==> src/rtl/gate_test_pkg.sv <==
// gate_test_pkg: shared state type and 3-input gate truth tables
package gate_test_pkg;
  typedef enum logic [1:0] {IDLE = 2'd0, RUN = 2'd1, DONE = 2'd2} state_t;
  localparam logic [7:0] NAND3_TT = 8'h7F;
  localparam logic [7:0] AND3_TT  = 8'h80;
  localparam logic [7:0] OR3_TT   = 8'hFE;
  localparam logic [7:0] NOR3_TT  = 8'h01;
  localparam logic [7:0] XOR3_TT  = 8'h96;
endpackage

==> src/rtl/sync_2ff.sv <==
// sync_2ff: two-flop synchronizer with async active-low reset to 0
module sync_2ff (
  input  logic clk,
  input  logic rst_n,
  input  logic d,
  output logic q
);
  logic meta_q, sync_q;
  always_ff @(posedge clk or negedge rst_n)
    if (!rst_n) {sync_q, meta_q} <= 2'b00;
    else {sync_q, meta_q} <= {meta_q, d};
  assign q = sync_q;
endmodule

==> src/rtl/gate3_tester.sv <==
// gate3_tester: walks a 3-input gate through all vectors and checks it against a truth table
module gate3_tester
  import gate_test_pkg::*;
#(
  parameter logic [7:0]  EXPECT        = NAND3_TT,
  parameter int unsigned SETTLE_CYCLES = 4
) (
  input  logic       clk,
  input  logic       rst_n,
  input  logic       start,
  input  logic       abort,
  input  logic       dut_y,
  output logic       dut_a,
  output logic       dut_b,
  output logic       dut_c,
  output logic [2:0] vec_idx,
  output logic       busy,
  output logic       done,
  output logic       pass,
  output logic [7:0] fail_mask
);
  state_t state_q, state_d;
  logic [2:0] vec_q, vec_d;
  logic [7:0] cnt_q, cnt_d, mask_q, mask_d;
  logic busy_q, busy_d, done_q, done_d, pass_q, pass_d;
  logic y_sync, last, hit;
  sync_2ff u_sync (.clk(clk), .rst_n(rst_n), .d(dut_y), .q(y_sync));
  assign last = cnt_q == 8'(SETTLE_CYCLES - 1);
  assign hit  = y_sync != EXPECT[vec_q];
  always_comb begin
    state_d = state_q;
    vec_d   = vec_q;
    cnt_d   = cnt_q;
    mask_d  = mask_q;
    busy_d  = busy_q;
    done_d  = done_q;
    pass_d  = pass_q;
    if (abort || !(state_q inside {IDLE, RUN, DONE})) begin
      state_d = IDLE;
      vec_d   = '0;
      cnt_d   = '0;
      mask_d  = '0;
      busy_d  = 1'b0;
      done_d  = 1'b0;
      pass_d  = 1'b0;
    end else if (state_q != RUN) begin
      if (start) begin
        state_d = RUN;
        vec_d   = '0;
        cnt_d   = '0;
        mask_d  = '0;
        busy_d  = 1'b1;
        done_d  = 1'b0;
        pass_d  = 1'b0;
      end
    end else if (!last) begin
      cnt_d = cnt_q + 8'd1;
    end else begin
      mask_d = mask_q | (8'(hit) << vec_q);
      cnt_d  = '0;
      if (vec_q != 3'd7) vec_d = vec_q + 3'd1;
      else begin
        state_d = DONE;
        busy_d  = 1'b0;
        done_d  = 1'b1;
        pass_d  = mask_d == 8'h00;
      end
    end
  end
  always_ff @(posedge clk or negedge rst_n)
    if (!rst_n) begin
      state_q <= IDLE;
      vec_q   <= '0;
      cnt_q   <= '0;
      mask_q  <= '0;
      busy_q  <= 1'b0;
      done_q  <= 1'b0;
      pass_q  <= 1'b0;
    end else begin
      state_q <= state_d;
      vec_q   <= vec_d;
      cnt_q   <= cnt_d;
      mask_q  <= mask_d;
      busy_q  <= busy_d;
      done_q  <= done_d;
      pass_q  <= pass_d;
    end
  assign {dut_a, dut_b, dut_c} = vec_q;
  assign vec_idx   = vec_q;
  assign busy      = busy_q;
  assign done      = done_q;
  assign pass      = pass_q;
  assign fail_mask = mask_q;
endmodule

==> config.mk <==
export PLATFORM = sky130hd
export DESIGN_NAME = gate3_tester
export DESIGN_NICKNAME = d
export VERILOG_FILES = /design/src/rtl/gate_test_pkg.sv /design/src/rtl/sync_2ff.sv /design/src/rtl/gate3_tester.sv
export SDC_FILE = /design/constraint.sdc
export NUM_CORES = 1
export LEC_CHECK = 0
export BUFFER_PORTS_ARGS = -buffer_cell sky130_fd_sc_hd__buf_2
export CAP_MARGIN = 20
export CORE_MARGIN = 5
export CORE_UTILIZATION = 30
export DETAILED_ROUTE_END_ITERATION = 10
export GPL_TIMING_DRIVEN = 0
export PLACE_DENSITY_LB_ADDON = 0.1
export SLEW_MARGIN = 20
export SYNTH_ARGS = -nofsm -noshare
export SYNTH_HDL_FRONTEND = slang
export SYNTH_HIERARCHICAL = 1
export SYNTH_SLANG_ARGS = --single-unit
==> constraint.sdc <==
create_clock -name clk -period 2.34 [get_ports clk]
set_clock_uncertainty 0.05 [all_clocks]
set_input_delay 0.234 -clock clk [delete_from_list [all_inputs] [get_ports clk]]
set_output_delay 0.234 -clock clk [all_outputs]
set_load 0.01 [all_outputs]
==> impl_summary.txt, run 1 <==
----------------------------------------------------
[Die]
  Effective utilization at floorplan ... 0.307
  Overall die area ... 0.00548 sq mm
  Die H ... 74.0 um
  Ports placed on the boundary ... 22
  Core Area ... 0.00400 sq mm
  DIE WIDTH ... 74.0 um
  Standard-cell row count ... 23

[STA]
  Pin slew with the least headroom to its limit ... 0.620 ns
  Highest attainable clock frequency ... 493 MHz
  Final Hold Fails ... 0
  Final setup violating endpoints ... 0
  Min cycle time layout ... 2.03 ns
  Number of slew-limit violations in the final report ... 0
  Setup repair after global routing missed its margin ... no
  Relative slew slack ... 0.585
  Final WS setup ... 0.312 ns
  Post-route fraction of the period consumed by the critical path ... 0.867
  Setup TNS ... 0 ns

[Clocking]
  Insertion delay of the later-clocked pin in the worst-skew pair ... 0.28 ns
  CTS root buf ... sky130_fd_sc_hd__clkbuf_8
  Depth of the CTS H-tree ... 1
  Clock tree from TritonCTS ... yes
  Maximum clock path buffer count ... 2
  CTS clock-pin slew for the worst setup and hold paths ... 0.09 ns
  Inserted Clock Buffers ... 3
  Post_cts resized ... 0
  Clock tree sinks ... 24

[Synthesis]
  Cell taking the most area after synthesis ... sky130_fd_sc_hd__dfrtp_1
  Warning count from the yosys run ... 6
  Count of unique library cells instantiated by Yosys ... 36
  Mapped Avg Cell Area ... 10.1 sq um
  Post-synth top flop ... sky130_fd_sc_hd__dfrtp_1
  Async S/R FF share, synth ... 1.00
  Number of enable flip-flop cells after synthesis ... 0
  Post-synthesis register bit count ... 24
  Post-synth top area share ... 0.488
  Cell types occupying the most area after synthesis ... sky130_fd_sc_hd__dfrtp_1 (49%), sky130_fd_sc_hd__nor2_1 (5.8%), sky130_fd_sc_hd__ha_1 (4.1%), sky130_fd_sc_hd__o21ai_0 (3.7%), sky130_fd_sc_hd__a21oi_1 (3.3%)
  Synthesized cell area ... 0.00123 sq mm
  Mapped Cells ... 122
  Post-Syn Nets ... 131
  Proportion of synthesized chip area in sequential cells ... 0.488

[Placed design]
  DP Wirelength ... 2190 um
  Final weighted congestion in routability-driven placement ... 0.761
  Place WS ... 0.325 ns
  Count of input and output buffers ... 21
  Cell area after placement ... 0.00140 sq mm

[Detailed routing]
  Initial detailed-routing violation count ... 66
  Mean routed wirelength per cell ... 15.5 um
  Via density per instance ... 5.22
  Remaining routing DRC violations ... 0
  Remaining antenna violation count ... 0
  Count of vias placed by the detailed router ... 1034
  Router iterations before antenna repair ... 4
  Routed WL ... 3070 um

[GRT]
  Initial antenna violation count ... 0
  Global-route wire length before repair ... 5340 um
  Largest net degree at the start of global routing ... 25
  GR Util All Layers ... 0.127
  Remaining global-route overflow ... 0
  Vias in the first global route ... 1101

[Setup path]
  CP Launch Type ... flop
  Peak fanout along the critical path ... 10
  Worst Path Required ... 2.46 ns
  Type of the setup path with the least slack ... flop to flop
  CP Capture Type ... flop
  Worst EP arrival ... 2.14 ns
  Critical R2R Launch ... cnt_q[0]
  Launching element of the worst setup path ... cnt_q[0]

[Power and ir drop]
  Total design power ... 1.08 mW
  Power density over the cells ... 729 mW/mm^2
  Leak ... 0.715 nW
  Highest ir drop seen on vdd ... 0.210 mV

[Finish]
  Diodes inserted ... 0
  Area growth from synthesis to layout ... 20.2%
  Area of all placed cells without fillers ... 0.00148 sq mm
  Fraction of layout instances using a drive strength above 1 ... 0.257
  Post-layout utilization of the core ... 0.370
  Number of nets in the layout ... 158

[Outcome]
  Run status ... finished clean

[Run]
  Maximum capacitance violations ... 0

[Worst hold path]
  HP Class ... input pin to flop
  Worst hold start ... dut_y

----------------------------------------------------
## where the power goes
| group | switching, mW | total (mW) | internal (mW) |
|---|---|---|---|
| registers | 0.0317 | 0.468 | 0.437 |
| logic | 0.131 | 0.234 | 0.103 |
| clock network | 0.146 | 0.375 | 0.229 |
## cell usage after synthesis, types with 2 or more instances
cell,number
sky130_fd_sc_hd__ha_1,4
sky130_fd_sc_hd__xnor2_1,2
sky130_fd_sc_hd__nor4_1,3
sky130_fd_sc_hd__dfrtp_1,24
sky130_fd_sc_hd__buf_4,3
sky130_fd_sc_hd__a21oi_1,8
sky130_fd_sc_hd__a31oi_1,3
sky130_fd_sc_hd__a32o_1,2
sky130_fd_sc_hd__nor2_1,19
sky130_fd_sc_hd__nor3_1,4
sky130_fd_sc_hd__nand3_1,4
sky130_fd_sc_hd__a41oi_1,2
sky130_fd_sc_hd__nand2_1,7
sky130_fd_sc_hd__nand4_1,2
sky130_fd_sc_hd__a22o_1,3
sky130_fd_sc_hd__o21ai_0,9
sky130_fd_sc_hd__buf_6,2
sky130_fd_sc_hd__o31ai_1,2
sky130_fd_sc_hd__inv_1,2
## routing by layer
layer | part of all wire | GRT usage | vias to the layer above
met2 | 0.42 | 0.188 | 23
met1 | 0.52 | 0.179 | 511
met5 | 0 | 0 | -
met3 | 0.045 | 0.0284 | 5
li1 | - | - | 495
met4 | 0.017 | 0.0523 | 0
## logic make-up after synthesis
| kind of cell | Yosys count | share of synthesized area |
|---|---|---|
| AND/OR/NAND/NOR | 50 | 0.213 |
| AO/OA/AOI/OAI | 32 | 0.176 |
| flip-flops | 24 | 0.488 |
| adder cells (fa/ha/maj) | 4 | 0.0407 |
| XOR/XNOR | 3 | 0.0214 |
| buffers and inverters | 9 | 0.0610 |
## cell usage in the layout, fill, tap and decap left out, drive strengths merged
master and count:
buf 26, dfrtp 24, nor2 19, o21ai 10
a21oi 8, nand2 8, nand3 4, nor3 4
ha 4, a22o 4, clkbuf 4, nor4 3
a31oi 3, nand4 2, xnor2 2, o31ai 2
inv 2, a41oi 2, a32o 2, or3 2
or4b 1, nor3b 1, a21o 1, bufbuf 1
and2 1, nor4b 1, or3b 1, and3 1
xor2 1, and4 1, or4 1, bufinv 1
dlygate4sd3 1
## registers in the layout, indices dropped and copies added (netlist names)
register / count
u_sync/q: 1
done: 1
state_q: 1
vec_idx: 3
fail_mask: 8
cnt_q: 8
u_sync/meta_q: 1
pass: 1
## per-stage QoR
step	hold WS, ns	cells
2_1_floorplan	-0.112	122
3_3_place_gp	0.215	193
3_5_place_dp	0.222	193
4_1_cts	0.00249	198
5_1_grt	0.00287	198
6_report	0.0104	198
## worst paths after layout
path / to / slack (ns) / cells past startpoint
max: vec_idx[0] / 0.31 / 6
min: u_sync/meta_q / 0.01 / 1
max reg2reg: vec_idx[0] / 0.31 / 6
min reg2reg: u_sync/q / 0.32 / 0
max in group asynchronous: vec_idx[1] / 1.43 / 2
min in group asynchronous: cnt_q[7] / 0.43 / 2
## critical path, stage by stage, from the launching register on
cell	delay (ns)
sky130_fd_sc_hd__dfrtp_1	0.40
sky130_fd_sc_hd__ha_1	0.23
sky130_fd_sc_hd__or4b_4	0.51
sky130_fd_sc_hd__o21ai_4	0.24
sky130_fd_sc_hd__buf_6	0.18
sky130_fd_sc_hd__nand2_2	0.07
sky130_fd_sc_hd__a22o_1	0.23
## what timing repair did
item	CTS	global route
hold endpoints to repair	24	0
setup buffers	0	0
hold buffers	1	0
setup endpoints to repair	0	0
## cell type report
class / instances / area, sq um
buffer: 7 / 67.6
clock buffer: 3 / 41.3
clock inverter: 1 / 30.0
tap: 50 / 62.6
inverter: 2 / 7.51
multi-input combinational: 89 / 554
timing repair buffer: 22 / 115
sequential: 24 / 601
fill: 405 / 2520
Note: power is estimated with default switching activity, not from simulation.
==> inputs of run 2 (changes only) <==
--- a/config.mk
+++ b/config.mk
@@ -7,7 +7,6 @@
 export LEC_CHECK = 0
 export BUFFER_PORTS_ARGS = -buffer_cell sky130_fd_sc_hd__buf_2
 export CAP_MARGIN = 20
-export CORE_MARGIN = 5
 export CORE_UTILIZATION = 30
 export DETAILED_ROUTE_END_ITERATION = 10
 export GPL_TIMING_DRIVEN = 0
==> run 2 against run 1 <==
Net effect:
- total power is 1.5% lower
- critical endpoint unchanged
- utilization increased by 2.2 points
- final area increased by 0.51%
- largest cell class unchanged
==> impl_summary.txt, run 2 (synthesized netlist as in run 1, its figures left out) <==
----------------------------------------------------
[STA]
  Min cycle time layout ... 1.98 ns (-0.0515 ns)
  Number of slew-limit violations in the final report ... 0 (unchanged)
  Final setup violating endpoints ... 0 (unchanged)
  Highest attainable clock frequency ... 506 MHz (+2.6%)
  Post-route fraction of the period consumed by the critical path ... 0.845 (-0.0220)
  Relative slew slack ... 0.588 (+0.00276)
  Pin slew with the least headroom to its limit ... 0.616 ns (-0.00412 ns)
  Setup repair after global routing missed its margin ... no
  Setup TNS ... 0 ns (unchanged)
  Final Hold Fails ... 0 (unchanged)
  Final WS setup ... 0.363 ns (+0.0515 ns)

[Finish]
  Leading cell type in the layout, fill and taps excluded ... sky130_fd_sc_hd__dfrtp_1
  Count of non-filler cells in the finished layout ... 197 (-0.51%)
  Post-layout utilization of the core ... 0.391 (+0.0216)
  Total of fill cells in the finished design ... 388 (-4.2%)
  Number of nets in the layout ... 159 (+0.63%)
  Area taken by multi-input logic gates ... 554 sq um (unchanged)
  Diodes inserted ... 0 (unchanged)
  Commonest non-fill, non-tap cells in the layout ... sky130_fd_sc_hd__dfrtp_1 (24), sky130_fd_sc_hd__buf_2 (21), sky130_fd_sc_hd__nor2_1 (19)
  Fraction of layout instances using a drive strength above 1 ... 0.255 (-0.00172)
  Area growth from synthesis to layout ... 20.9%
  Reg area ... 601 sq um (unchanged)

[Power and ir drop]
  Power density over the cells ... 714 mW/mm^2 (-2.0%)
  Leak ... 0.719 nW (+0.58%)
  Highest ir drop seen on vdd ... 0.290 mV (+38%)

[Placed design]
  Place WS ... 0.369 ns (+0.0441 ns)
  DP Wirelength ... 2020 um (-7.8%)
  Final weighted congestion in routability-driven placement ... 0.758 (-0.38%)
  Total instance count after detailed placement ... 191 (-1.0%)
  Count of input and output buffers ... 21 (unchanged)

[Clocking]
  Depth of the CTS H-tree ... 1 (unchanged)
  Clock tree sinks ... 24 (unchanged)
  Maximum clock path buffer count ... 2 (unchanged)
  Post_cts resized ... 0 (unchanged)
  Inserted Clock Buffers ... 3 (unchanged)
  CTS clock-pin slew for the worst setup and hold paths ... 0.08 ns (about the same)
  CTS root buf ... sky130_fd_sc_hd__clkbuf_8
  Clock tree from TritonCTS ... yes
  Insertion delay of the later-clocked pin in the worst-skew pair ... 0.26 ns (-0.02 ns)

[Setup path]
  Worst Path Required ... 2.45 ns (about the same)
  Worst EP arrival ... 2.09 ns (-0.05 ns)
  CP Capture Type ... flop
  Critical path cell sequence ... ha_1 > or4b_4 > o21ai_4 > buf_6 > nand2_2 > a22o_1
  Peak fanout along the critical path ... 10 (unchanged)
  Master of the slowest instance on the critical path ... sky130_fd_sc_hd__or4b_4
  CP Launch Type ... flop
  Type of the setup path with the least slack ... flop to flop
  Critical R2R Launch ... cnt_q[0]
  R2R Setup Slk ... 0.36 ns (+0.05 ns)
  Launching element of the worst setup path ... cnt_q[0]
  Delay of the slowest critical-path stage ... 0.50 ns (about the same)

[GRT]
  Remaining global-route overflow ... 0 (unchanged)
  Vias in the first global route ... 987 (-10%)
  Initial antenna violation count ... 0 (unchanged)
  Largest net degree at the start of global routing ... 25 (unchanged)
  GR Util All Layers ... 0.145 (+0.0183)
  Global-route wire length before repair ... 4690 um (-12%)

[Die]
  DIE WIDTH ... 66.0 um (-11%)
  Overall die area ... 0.00436 sq mm (-20%)
  Ports placed on the boundary ... 22 (unchanged)
  Effective utilization at floorplan ... 0.324 (+0.0163)
  Die H ... 66.0 um (-11%)
  Core Area ... 0.00380 sq mm (-5.0%)
  Standard-cell row count ... 22 (-4.3%)

[Detailed routing]
  Count of vias placed by the detailed router ... 1033 (-0.097%)
  Via density per instance ... 5.24 (+0.41%)
  Routed WL ... 2790 um (-9.1%)
  Router iterations before antenna repair ... 4 (unchanged)
  Mean routed wirelength per cell ... 14.2 um (-8.6%)
  Remaining routing DRC violations ... 0 (unchanged)
  Remaining antenna violation count ... 0 (unchanged)
  Initial detailed-routing violation count ... 37 (-44%)

[Outcome]
  Run status ... finished clean

[Worst hold path]
  HP Class ... input pin to flop
  Worst hold start ... start

[Run]
  Maximum capacitance violations ... 0 (unchanged)

----------------------------------------------------
run 2: cell count changes in the layout (fill, tap and decap cells not counted), sizes merged:
cell / change
dlygate4sd3: +1
run 2: worst paths after layout:
| path | end | cells past startpoint |
|---|---|---|
| max reg2reg | vec_idx[0] | 6 |
| max in group asynchronous | fail_mask[4] | 2 |
| min in group asynchronous | cnt_q[6] | 2 |
| min reg2reg | u_sync/q | 0 |
| max | vec_idx[0] | 6 |
| min | state_q[0] | 3 |
run 2: per-stage QoR:
stage	total power [mW]	area, sq um	hold WS, ns
final	1.06	1490	0.154
after global placement	0.709	1400	0.210
after floorplan	0.632	1230	-0.112
after CTS	1.08	1480	0.0124
after global routing	1.13	1490	0.170
after detailed placement	0.711	1400	0.203
run 2: layer usage:
layer / global-route usage / part of all wire / vias to the layer above
li1: - / - / 496
met1: 0.204 / 0.49 / 506
met2: 0.214 / 0.45 / 29
met3: 0.0448 / 0.048 / 2
met4: 0.0399 / 0.0082 / 0
met5: 0 / 0 / -
run 2: power by group:
group	leakage [nW]	internal (mW)	total [mW]	switching [mW]
combinational	0.358	0.103	0.232	0.128
clock	0.0357	0.229	0.361	0.133
sequential	0.326	0.437	0.469	0.0322
total	0.719	0.769	1.06	0.293
run 2: what timing repair did:
action | CTS | global route
buffers inserted | 0 | 0
hold endpoints to repair | 24 | 1
hold buffers | 1 | 1
run 2: area by class of cell:
| cell class | instances | area share |
|---|---|---|
| multi-input combinational | 89 | 0.373 |
| buffer | 7 | 0.0455 |
| tap | 48 | 0.0404 |
| timing repair buffer | 23 | 0.0842 |
| inverter | 2 | 0.00505 |
| clock inverter | 1 | 0.0202 |
| sequential | 24 | 0.404 |
| clock buffer | 3 | 0.0278 |
run 2: worst max-delay path, delay by kind of cell (launching register included):
kind | cells | cell delay (ns)
AND/OR/NAND/NOR | 2 | 0.57
adder cells (fa/ha/maj) | 1 | 0.22
flip-flops | 1 | 0.40
AO/OA/AOI/OAI | 2 | 0.45
buffers and inverters | 1 | 0.18
==> inputs of run 3 (changes only) <==
--- a/config.mk
+++ b/config.mk
@@ -5,6 +5,7 @@
 export SDC_FILE = /design/constraint.sdc
 export NUM_CORES = 1
 export LEC_CHECK = 0
+export ABC_AREA = 1
 export BUFFER_PORTS_ARGS = -buffer_cell sky130_fd_sc_hd__buf_2
 export CAP_MARGIN = 20
 export CORE_UTILIZATION = 30
==> constraint.sdc (replaced) <==
create_clock -name clk -period 2 [get_ports clk]
set_clock_uncertainty 0.05 [all_clocks]
set_input_delay 0.2 -clock clk [delete_from_list [all_inputs] [get_ports clk]]
set_output_delay 0.2 -clock clk [all_outputs]
set_load 0.01 [all_outputs]
==> run 3 against run 2 <==
Net effect:
- global-route usage increased by 0.29 points
- hold slack better by 0.12 ns
- worst setup slack got worse by 0.051 ns
- maximum frequency grew 17%
- synthesized area grew 8.9%
- sequential share of layout area is 2.4 points lower
- critical path depth up 4
- die area rose by 8.6%
- largest cell class is now multi-input combinational cells
==> impl_summary.txt, run 3 <==
----------------------------------------------------
[GRT]
  GR Util All Layers ... 0.148 (+0.00285)
  Largest net degree at the start of global routing ... 25 (unchanged)
  Global-route wire length before repair ... 5170 um (+10%)
  Vias in the first global route ... 1105 (+12%)
  Initial antenna violation count ... 0 (unchanged)
  Remaining global-route overflow ... 0 (unchanged)

[STA]
  Pin slew with the least headroom to its limit ... 0.569 ns (-0.0474 ns)
  Highest attainable clock frequency ... 593 MHz (+17%)
  Final setup violating endpoints ... 0 (unchanged)
  Setup repair after global routing missed its margin ... no
  Min cycle time layout ... 1.69 ns (-0.289 ns)
  Relative slew slack ... 0.621 (+0.0334)
  Final Hold Fails ... 0 (unchanged)
  Final WS setup ... 0.313 ns (-0.0508 ns)
  Setup TNS ... 0 ns (unchanged)
  Number of slew-limit violations in the final report ... 0 (unchanged)
  Post-route fraction of the period consumed by the critical path ... 0.844 (-0.000989)

[Clocking]
  CTS clock-pin slew for the worst setup and hold paths ... 0.09 ns (about the same)
  CTS root buf ... sky130_fd_sc_hd__clkbuf_8
  Maximum clock path buffer count ... 2 (unchanged)
  Buffers inserted during post-CTS setup optimization ... 0 (unchanged)
  Inserted Clock Buffers ... 3 (unchanged)
  Clock tree from TritonCTS ... yes
  Clock tree sinks ... 24 (unchanged)
  Insertion delay of the later-clocked pin in the worst-skew pair ... 0.27 ns (about the same)
  Depth of the CTS H-tree ... 1 (unchanged)

[Synthesis]
  Mapped Cells ... 160 (+31%)
  Synthesized cell area ... 0.00134 sq mm (+8.9%)
  Cell taking the most area after synthesis ... sky130_fd_sc_hd__dfrtp_1
  Post-Syn Nets ... 169 (+29%)
  Post-synthesis register bit count ... 24 (unchanged)
  Post-synth top flop ... sky130_fd_sc_hd__dfrtp_1
  Async S/R FF share, synth ... 1.00 (unchanged)
  Mapped Avg Cell Area ... 8.37 sq um (-17%)
  Post-synth top area share ... 0.449 (-0.0397)
  Number of enable flip-flop cells after synthesis ... 0 (unchanged)
  Commonest cells in the netlist ... sky130_fd_sc_hd__nand2_1 (29), sky130_fd_sc_hd__dfrtp_1 (24), sky130_fd_sc_hd__inv_1 (23)
  Cell types occupying the most area after synthesis ... sky130_fd_sc_hd__dfrtp_1 (45%), sky130_fd_sc_hd__nand2_1 (8.1%), sky130_fd_sc_hd__inv_1 (6.4%), sky130_fd_sc_hd__nand3_1 (6.0%), sky130_fd_sc_hd__nor2_1 (4.5%)
  Proportion of synthesized chip area in sequential cells ... 0.449 (-0.0397)
  Most instantiated library cell after synthesis ... sky130_fd_sc_hd__nand2_1
  Count of unique library cells instantiated by Yosys ... 28 (-22%)
  Warning count from the yosys run ... 6 (unchanged)

[Detailed routing]
  Count of vias placed by the detailed router ... 1146 (+11%)
  Remaining routing DRC violations ... 0 (unchanged)
  Mean routed wirelength per cell ... 12.7 um (-11%)
  Routed WL ... 3000 um (+7.5%)
  Via density per instance ... 4.84 (-7.8%)
  Router iterations before antenna repair ... 5 (+1)
  Remaining antenna violation count ... 0 (unchanged)
  Initial detailed-routing violation count ... 72 (+95%)

[Setup path]
  Worst Path Required ... 2.11 ns (-0.34 ns)
  CP Launch Type ... flop
  Delay of the slowest critical-path stage ... 0.53 ns (+0.03 ns)
  Critical path cell sequence ... ha_1 > nand2_1 > nand2_1 > nand2_1 > nor2_1 > nand3_1 > nand3_1 > nor2_1 > nand3_1 > nand2_1
  Cell occurring most often along the worst timing path ... sky130_fd_sc_hd__nand2_1
  Gate family responsible for the most delay along the worst path ... simple AND/OR/NAND/NOR gates
  Peak fanout along the critical path ... 10 (unchanged)
  Worst path buffer plus inverter count ... 0 (-1)
  Type of the setup path with the least slack ... flop to flop
  CP Capture Type ... flop
  Master of the slowest instance on the critical path ... sky130_fd_sc_hd__dfrtp_1
  Worst EP arrival ... 1.80 ns (-0.29 ns)

[Finish]
  Commonest non-fill, non-tap cells in the layout ... sky130_fd_sc_hd__nand2_1 (29), sky130_fd_sc_hd__dfrtp_1 (24), sky130_fd_sc_hd__inv_1 (23)
  Number of nets in the layout ... 197 (+24%)
  Fraction of layout instances using a drive strength above 1 ... 0.214 (-0.0411)
  Diodes inserted ... 0 (unchanged)
  Leading cell type in the layout, fill and taps excluded ... sky130_fd_sc_hd__nand2_1
  Area growth from synthesis to layout ... 18.1%

[Placed design]
  DP Wirelength ... 2180 um (+8.1%)
  Final weighted congestion in routability-driven placement ... 0.769 (+1.5%)
  Count of input and output buffers ... 21 (unchanged)
  Place WS ... 0.339 ns (-0.0300 ns)

[Run]
  Maximum capacitance violations ... 0 (unchanged)

[Outcome]
  Run status ... finished clean

[Die]
  Effective utilization at floorplan ... 0.323 (-0.000714)
  DIE WIDTH ... 68.8 um (+4.2%)
  Die H ... 68.8 um (+4.2%)
  Core Area ... 0.00414 sq mm (+9.1%)
  Standard-cell row count ... 23 (+4.5%)
  Overall die area ... 0.00473 sq mm (+8.6%)
  Ports placed on the boundary ... 22 (unchanged)

[Power and ir drop]
  Leak ... 0.800 nW (+11%)
  Highest ir drop seen on vdd ... 0.608 mV (+110%)
  Total design power ... 1.55 mW (+46%)
  Power density over the cells ... 983 mW/mm^2 (+38%)

[Worst hold path]
  HP Class ... input pin to flop

----------------------------------------------------
[run 3: cell count changes in the layout (fill, tap and decap cells not counted), moves of 3 or more]
cell / before / now
sky130_fd_sc_hd__a21oi_1: 8 / 5
sky130_fd_sc_hd__inv_1: 2 / 23
sky130_fd_sc_hd__nand2_1: 7 / 29
sky130_fd_sc_hd__nand3_1: 4 / 16
sky130_fd_sc_hd__nand4_1: 2 / 6
sky130_fd_sc_hd__nor2_1: 19 / 16
sky130_fd_sc_hd__nor3_1: 4 / 1
sky130_fd_sc_hd__nor4_1: 3 / 0
sky130_fd_sc_hd__o21ai_1: 0 / 7
[run 3: layout make-up]
cell class / count / area, sq um
Fill cell: 448 / 2560
Timing Repair Buffer: 23 / 125
Buffer: 5 / 45.0
Sequential cell: 24 / 601
Tap cell: 50 / 62.6
Clock buffer: 4 / 55.1
Multi-Input combinational cell: 107 / 603
Inverter: 24 / 90.1
[run 3: logic make-up after synthesis]
group	synth area share
buffers and inverters	0.101
XOR/XNOR	0.00654
AND/OR/NAND/NOR	0.279
adder cells (fa/ha/maj)	0.0374
AO/OA/AOI/OAI	0.127
flip-flops	0.449
[run 3: what timing repair did]
item	4_1_cts	5_1_grt
endpoints found under the hold margin	25	0
resized for setup	0	0
hold buffers	2	0
endpoints found under the setup margin	0	0
[run 3: path summary, 6_finish.rpt]
path                          startpoint       endpoint  slack (ns)  cells past startpoint
setup / recovery              vec_idx[1]           pass        0.31                     10
hold / removal                     abort     state_q[0]        0.28                      4
setup reg to reg              vec_idx[1]           pass        0.31                     10
hold reg to reg            u_sync/meta_q       u_sync/q        0.32                      0
max in group asynchronous          rst_n   fail_mask[7]        1.12                      2
min in group asynchronous          rst_n  u_sync/meta_q        0.40                      2
[run 3: metal layers]
metal,up-vias,GRT usage,wire (um)
met3,4,0.0411,126
met4,0,0.0357,31
li1,578,-,-
met5,-,0,0
met2,31,0.229,1310
met1,533,0.204,1530
[run 3: through the flow]
| stage | util | cells | cell area [sq um] | hold slack, ns |
|---|---|---|---|---|
| 2_1_floorplan | - | 160 | 1340 | -0.146 |
| 3_3_place_gp | 0.364 | 231 | 1510 | 0.183 |
| 3_5_place_dp | 0.364 | 231 | 1510 | 0.184 |
| 4_1_cts | 0.382 | 237 | 1580 | 0.271 |
| 5_1_grt | 0.382 | 237 | 1580 | 0.281 |
| 6_report | 0.382 | 237 | 1580 | 0.277 |
[run 3: worst reg2reg max path, stage by stage, from the launching register on]
cell and delay (ns):
sky130_fd_sc_hd__dfrtp_1 0.53, sky130_fd_sc_hd__ha_1 0.22, sky130_fd_sc_hd__nand2_1 0.06, sky130_fd_sc_hd__nand2_1 0.07, sky130_fd_sc_hd__nand2_1 0.07, sky130_fd_sc_hd__nor2_1 0.17, sky130_fd_sc_hd__nand3_1 0.15, sky130_fd_sc_hd__nand3_1 0.10
sky130_fd_sc_hd__nor2_1 0.04, sky130_fd_sc_hd__nand3_1 0.07, sky130_fd_sc_hd__nand2_1 0.05
[run 3: power breakdown]
| part | internal [mW] | switching [mW] |
|---|---|---|
| Combinational | 0.217 | 0.362 |
| Sequential | 0.546 | 0.0935 |
| Clock | 0.176 | 0.160 |
| Total | 0.939 | 0.616 |
